## src/rtl/secdec_awe_pkg.sv

```systemverilog
// Shared constants and state encoding for the AN-code (A = 67) single-error
// correcting decoder.
package secdec_awe_pkg;

  localparam int W_BITS = 32;
  localparam int N_BITS = 25;
  localparam int A      = 67;
  localparam int R_BITS = 7;

  // A at the widths used by the residue arithmetic (residue and residue+1 bit)
  localparam logic [R_BITS-1:0] A_RES = R_BITS'(A);
  localparam logic [R_BITS:0]   A_EXT = (R_BITS + 1)'(A);

  typedef enum logic [2:0] {
    IDLE,
    DIV1,
    CHECK,
    SEARCH,
    DIV2,
    DONE
  } state_e;

endpackage

```

## src/rtl/an_const_divider.sv

```systemverilog
// Restoring divider by the constant A, one quotient bit per cycle, MSB first.
// The start cycle already consumes the first dividend bit, so 32 cycles total.
module an_const_divider
  import secdec_awe_pkg::*;
(
  input  logic                clk,
  input  logic                rst_n,
  input  logic                start_i,
  input  logic [W_BITS-1:0]   dividend_i,
  output logic                busy_o,
  output logic                done_o,
  output logic [W_BITS-1:0]   quotient_o,
  output logic [R_BITS-1:0]   remainder_o
);

  logic [W_BITS-1:0] sh_q, sh_d;
  logic [R_BITS-1:0] rem_q, rem_d;
  logic [5:0]        cnt_q, cnt_d;
  logic              done_q, done_d;

  logic [W_BITS-1:0] src;
  logic [R_BITS-1:0] rem_src;
  logic [R_BITS:0]   trial;
  logic              qbit;
  logic [R_BITS-1:0] rem_new;
  logic              step;

  // sh holds the not-yet-consumed dividend bits above the quotient bits produced so far
  always_comb begin
    src     = start_i ? dividend_i : sh_q;
    rem_src = start_i ? '0 : rem_q;
    trial   = {rem_src, src[W_BITS-1]};
    qbit    = (trial >= A_EXT);
    rem_new = qbit ? R_BITS'(trial - A_EXT) : trial[R_BITS-1:0];
    step    = start_i || (cnt_q != 6'd0);

    sh_d   = sh_q;
    rem_d  = rem_q;
    cnt_d  = cnt_q;
    done_d = 1'b0;
    if (step) begin
      sh_d  = {src[W_BITS-2:0], qbit};
      rem_d = rem_new;
      if (start_i) begin
        cnt_d = 6'(W_BITS - 1);
      end else begin
        cnt_d  = cnt_q - 6'd1;
        done_d = (cnt_q == 6'd1);
      end
    end
  end

  always_ff @(posedge clk) begin
    if (!rst_n) begin
      sh_q   <= '0;
      rem_q  <= '0;
      cnt_q  <= '0;
      done_q <= 1'b0;
    end else begin
      sh_q   <= sh_d;
      rem_q  <= rem_d;
      cnt_q  <= cnt_d;
      done_q <= done_d;
    end
  end

  assign busy_o      = (cnt_q != 6'd0);
  assign done_o      = done_q;
  assign quotient_o  = sh_q;
  assign remainder_o = rem_q;

endmodule

```

## src/rtl/secdecoder_awe_24bits_clk.sv

```systemverilog
// Sequential single-error-correcting AN-code decoder (A = 67): divides, and on a
// nonzero residue searches for the +/-2^i error that explains it, then re-divides.
module secdecoder_awe_24bits_clk
  import secdec_awe_pkg::*;
(
  input  logic              clk,
  input  logic              rst_n,
  input  logic [W_BITS-1:0] W,
  output logic              found,
  output logic [N_BITS-1:0] N
);

  state_e            state_q, state_d;
  logic [W_BITS-1:0] w_q, w_d;
  logic [W_BITS-1:0] c_q, c_d;
  logic [N_BITS-1:0] n_q, n_d;
  logic [R_BITS-1:0] r_q, r_d;
  logic [R_BITS-1:0] p_q, p_d;
  logic [4:0]        i_q, i_d;
  logic              done_q, done_d;

  logic              restart;
  logic [W_BITS:0]   pow;
  logic [W_BITS:0]   sum_plus;
  logic              minus_ok;
  logic              plus_ok;
  logic [R_BITS:0]   dbl;

  logic              div_start;
  logic [W_BITS-1:0] div_dividend;
  logic              div_busy;
  logic              div_done;
  logic [W_BITS-1:0] div_quot;
  logic [R_BITS-1:0] div_rem;
  logic              unused_quot_hi;

  an_const_divider u_div (
    .clk         (clk),
    .rst_n       (rst_n),
    .start_i     (div_start),
    .dividend_i  (div_dividend),
    .busy_o      (div_busy),
    .done_o      (div_done),
    .quotient_o  (div_quot),
    .remainder_o (div_rem)
  );

  // Valid payloads fit in N_BITS; the upper quotient bits carry no information.
  assign unused_quot_hi = ^div_quot[W_BITS-1:N_BITS];

  always_comb begin
    restart  = (state_q == IDLE) || (W != w_q);
    pow      = (W_BITS + 1)'(1) << i_q;
    sum_plus = {1'b0, w_q} + pow;
    minus_ok = (p_q == r_q) && ({1'b0, w_q} >= pow);
    plus_ok  = ((A_RES - p_q) == r_q) && !sum_plus[W_BITS];
    dbl      = {p_q, 1'b0};

    // DIV1 starts on the restart edge straight from W; DIV2 starts from C once idle
    div_start    = restart || ((state_q == DIV2) && !div_busy && !div_done);
    div_dividend = restart ? W : c_q;

    state_d = state_q;
    w_d     = w_q;
    c_d     = c_q;
    n_d     = n_q;
    r_d     = r_q;
    p_d     = p_q;
    i_d     = i_q;
    done_d  = done_q;

    if (restart) begin
      w_d     = W;
      done_d  = 1'b0;
      state_d = DIV1;
    end else begin
      case (state_q)
        DIV1: begin
          if (div_done) begin
            r_d     = div_rem;
            state_d = CHECK;
          end
        end
        CHECK: begin
          if (r_q == '0) begin
            n_d     = div_quot[N_BITS-1:0];
            done_d  = 1'b1;
            state_d = DONE;
          end else begin
            i_d     = '0;
            p_d     = R_BITS'(1);
            state_d = SEARCH;
          end
        end
        SEARCH: begin
          if (minus_ok) begin
            c_d     = w_q - pow[W_BITS-1:0];
            state_d = DIV2;
          end else if (plus_ok) begin
            c_d     = sum_plus[W_BITS-1:0];
            state_d = DIV2;
          end else if (i_q == 5'd31) begin
            n_d     = div_quot[N_BITS-1:0];
            done_d  = 1'b1;
            state_d = DONE;
          end else begin
            i_d = i_q + 5'd1;
            p_d = (dbl >= A_EXT) ? R_BITS'(dbl - A_EXT) : dbl[R_BITS-1:0];
          end
        end
        DIV2: begin
          if (div_done) begin
            n_d     = div_quot[N_BITS-1:0];
            done_d  = 1'b1;
            state_d = DONE;
          end
        end
        default: begin
          state_d = state_q;
        end
      endcase
    end
  end

  always_ff @(posedge clk) begin
    if (!rst_n) begin
      state_q <= IDLE;
      w_q     <= '0;
      c_q     <= '0;
      n_q     <= '0;
      r_q     <= '0;
      p_q     <= '0;
      i_q     <= '0;
      done_q  <= 1'b0;
    end else begin
      state_q <= state_d;
      w_q     <= w_d;
      c_q     <= c_d;
      n_q     <= n_d;
      r_q     <= r_d;
      p_q     <= p_d;
      i_q     <= i_d;
      done_q  <= done_d;
    end
  end

  // Combinational so a new W hides the old result in the very same cycle
  assign found = done_q && (W == w_q);
  assign N     = n_q;

endmodule

```

## config.mk

```make
export PLATFORM = sky130hd
export DESIGN_NAME = secdecoder_awe_24bits_clk
export DESIGN_NICKNAME = d
export VERILOG_FILES = /design/src/rtl/secdec_awe_pkg.sv /design/src/rtl/an_const_divider.sv /design/src/rtl/secdecoder_awe_24bits_clk.sv
export SDC_FILE = /design/constraint.sdc
export NUM_CORES = 1
export LEC_CHECK = 0
export BUFFER_PORTS_ARGS = -buffer_cell sky130_fd_sc_hd__buf_2
export CAP_MARGIN = 20
export CORE_ASPECT_RATIO = 0.6
export CORE_MARGIN = 2
export CORE_UTILIZATION = 41
export DETAILED_ROUTE_END_ITERATION = 7
export PLACE_DENSITY_LB_ADDON = 0.25
export SLEW_MARGIN = 20
export SYNTH_ARGS = -nofsm -noshare
export SYNTH_HDL_FRONTEND = slang
export SYNTH_HIERARCHICAL = 1
export SYNTH_SLANG_ARGS = --single-unit
export TNS_END_PERCENT = 20
```

## constraint.sdc

```tcl
create_clock -name clk -period 4.2 [get_ports clk]
set_clock_uncertainty 0.05 [all_clocks]
set_input_delay 0.84 -clock clk [delete_from_list [all_inputs] [get_ports clk]]
set_output_delay 0.84 -clock clk [all_outputs]
set_load 0.05 [all_outputs]
```

==> qor.csv <==
metric,value,unit
Switch Pwr,0.00114,W
initial antenna violation count,0,
post-route ant nets,0,
worst-path cell chain,buf_4 -> nor2b_1 -> nand2_1 -> ha_1 -> or3_1 -> and3b_1 -> or4_1 -> a21oi_4 -> o221a_2 -> nor3_4 -> o21ai_1 -> buf_4 -> or3b_2 -> a21oi_1,
unrepaired setup endpoints after global routing,yes,
synthesized area per cell,7.91,sq um
Final nets,1673,
row count,47,
worst skew pair latency,440,ps
FILL cells,2725,
static leakage,5.78,nW
outcome,"complete, no violations",
Slew headroom,28.9,%
Pwr Density,293,nW/um^2
ratio of cells with drive above 1 in the final layout,20.6,%
DP Area,12600,sq um
GRT Max-Usage Layer,met1,
GRT met1 Usage,39.4,%
Tmin final,4010,ps
Clock Tree Root,clkbuf_16,
Non-Filler Instances,1930,
synthesized instance count,1444,
Post-synth EDFFs,0,
synth-to-layout area growth,17.6,%
CTS tree,done,
placed insts,1892,
Clk network pwr share,42.4,%
Worst Max-Slew Pin Slew,1070,ps
"Reg clk slew, reported paths",70,ps
GRT met3 Usage,6.48,%
gp weighted congestion,0.956,
f_max,0.250,GHz
Clock Path Buffers,2,
Clock Sinks,158,
Post-synth top flop,dfxtp_1,
Post-DP HPWL,29300,um
die width,220,um
largest net degree at the start of global routing,152,
full die area,29300,sq um
Max Slew Vio Count,0,
grt ovf,0,
Worst R2R Setup Slack,190,ps
Pre-antenna DRT Iters,5,
worst endpoint required time,4500,ps
GRT Util Overall,25.5,%
vias per cell,5.72,
worst-path maximum fanout,17,
global-route wire length before repair,57600,um
Top Ports,60,
"Hold Vio Cnt, Final",0,
CTS Hold Buffers Added,0,
vias in the first global route,10000,
Ys Warns,6,
via count,11000,
Unique masters post-synth,91,
Port Buffer Count,59,
Worst IR Drop VDD,0.299,mV
core box area,27500,sq um
Die Height,133,um
final WL,37800,um
MaxCap Viol Count,0,
combinational share of power,17.5,%
Worst Setup Start Kind,flop,
Final Util,48.9,%
worst stage delay on the critical path,510,ps
sequential share of power,40.1,%
Hold WS,397,ps
total CTS buffers,17,
CP most frequent cell,buf_4,
Hold WC Path Type,reg -> reg,
footprint of the multi-input gates,7620,sq um
FF/Latch Area,3170,sq um
most frequent cells in the layout,"155 x nand2_1, 154 x dfxtp_1, 112 x buf_4",
"Design Area, Final",13400,sq um
Worst path slowest cell,or3_1,
H-tree Lvls,4,
Sw Ratio,28.9,%
Setup CP Type,reg -> reg,
"most common cell after layout, fill and taps aside",nand2_1,
P_int,0.00280,W
mapped cell area,11400,sq um
ANT cells,0,
met2 Use GR,34.2,%
count of final setup violators,0,
period utilization,95.4,%
Syn Nets,1567,
Initial Utilization,41.6,%
DRC,0,
Async SR Flop Fraction,0,%
drt first-iter violations,1400,
post-synthesis register bit count,158,
Avg WL per Cell,19.6,um
Worst Setup End Kind,flop,
WP data arrival,4300,ps
post-synthesis sequential area ratio,27.7,%
[cells in the mapped netlist (6+ instances only)]
cell | count | area, sq um
nor3_1 | 28 | 140
a21oi_1 | 83 | 415
nand4_1 | 13 | 81.3
nand2_1 | 156 | 586
and3_1 | 8 | 50.1
o31ai_1 | 13 | 97.6
xor2_1 | 45 | 394
buf_6 | 10 | 113
or3_1 | 8 | 50.1
ha_1 | 87 | 1090
o21a_1 | 7 | 52.6
a21o_1 | 14 | 105
nand3_2 | 9 | 90.1
nor2_1 | 80 | 300
o21ai_2 | 16 | 140
o21ai_1 | 17 | 85.1
o21bai_1 | 11 | 82.6
dfxtp_1 | 158 | 3160
nand2b_1 | 8 | 50.1
mux2i_1 | 19 | 190
or4_1 | 7 | 52.6
a211oi_1 | 9 | 67.6
xnor2_1 | 36 | 315
buf_2 | 24 | 120
inv_1 | 78 | 293
and2_1 | 42 | 263
clkbuf_1 | 47 | 176
o21ai_0 | 92 | 460
nand3_1 | 74 | 370
mux2_2 | 32 | 360
buf_4 | 6 | 45.0
nor4_1 | 24 | 150
a31oi_1 | 39 | 244
o211ai_1 | 14 | 105
nor2b_1 | 29 | 181
[worst max-delay path, delay by kind of cell, from the launching register on]
| family | cells | cell delay (ps) |
|---|---|---|
| AOI/OAI and AO/OA | 4 | 630 |
| buffers and inverters | 2 | 450 |
| and+or+nand+nor | 7 | 1930 |
| adders and majority gates | 1 | 360 |
| DFF | 1 | 480 |
[worst paths after layout]
check                            from                  end  cells past startpoint
setup / recovery  i_q[4]$_SDFFE_PN0P_  i_q[2]$_SDFFE_PN0P_                     14
hold / removal      N[8]$_SDFFE_PN0P_    N[8]$_SDFFE_PN0P_                      2
setup reg to reg  i_q[4]$_SDFFE_PN0P_  i_q[2]$_SDFFE_PN0P_                     14
hold reg to reg     N[8]$_SDFFE_PN0P_    N[8]$_SDFFE_PN0P_                      2
[logic make-up (layout without fill, tap and decap cells)]
| group | count (synthesis) | in the layout | synth area share [%] |
|---|---|---|---|
| AOI/OAI and AO/OA | 377 | 377 | 21.4 |
| xor gates and xnor gates | 81 | 81 | 6.21 |
| adders and majority gates | 89 | 89 | 9.88 |
| buffers and inverters | 169 | 288 | 6.69 |
| DFF | 158 | 158 | 27.7 |
| muxes | 51 | 51 | 4.82 |
| and+or+nand+nor | 519 | 519 | 23.3 |
[layer usage]
metal,routed length (um),vias to the layer above
li1,-,5324
met1,18600,5180
met2,14800,495
met3,3620,44
met4,789,0
met5,0,-
[through the flow]
stage,worst slack [ps],TNS [ps],power [W]
2_1_floorplan,448,0,0.00199
3_3_place_gp,-36.0,-36.0,0.00227
3_5_place_dp,-45.7,-193,0.00226
4_1_cts,16.6,0,0.00392
5_1_grt,-55.0,-57.7,0.00408
6_report,194,0,0.00394
[sequential cells by signal, indices dropped and copies added, names as in the netlist]
signal,cells
u_div/cnt_q,6
i_q,5
done_q,1
state_q,3
N,25
u_div/remainder_o,7
c_q,32
w_q,32
u_div/quotient_o,32
r_q,7
u_div/done_o,1
p_q,7
[power groups by stage]
stage | Clock [W] | Combinational [W] | Sequential [W]
floorplan | 0 | 0.000399 | 0.00159
global placement | 0 | 0.000655 | 0.00161
detailed placement | 0 | 0.000654 | 0.00161
CTS | 0.00169 | 0.000660 | 0.00158
global route | 0.00175 | 0.000742 | 0.00158
finish | 0.00167 | 0.000689 | 0.00158
[area by class of cell]
class                      instances  area share (%)
clock buffer                      19            3.37
clock inverter                    13            1.31
inverter                          80            2.25
multi-input combinational       1117            56.7
sequential                       158            23.6
tap                              367            3.42
timing repair buffer             176            9.35
[timing repair]
| item | CTS | global route |
|---|---|---|
| hold endpoints to repair | 0 | 0 |
| pin swaps | 0 | 7 |
| gates cloned | 0 | 1 |
| setup buffers | 0 | 5 |
| resized for setup | 2 | 31 |
| setup endpoints to repair | 6 | 47 |
(Power assumes the default switching activity.)
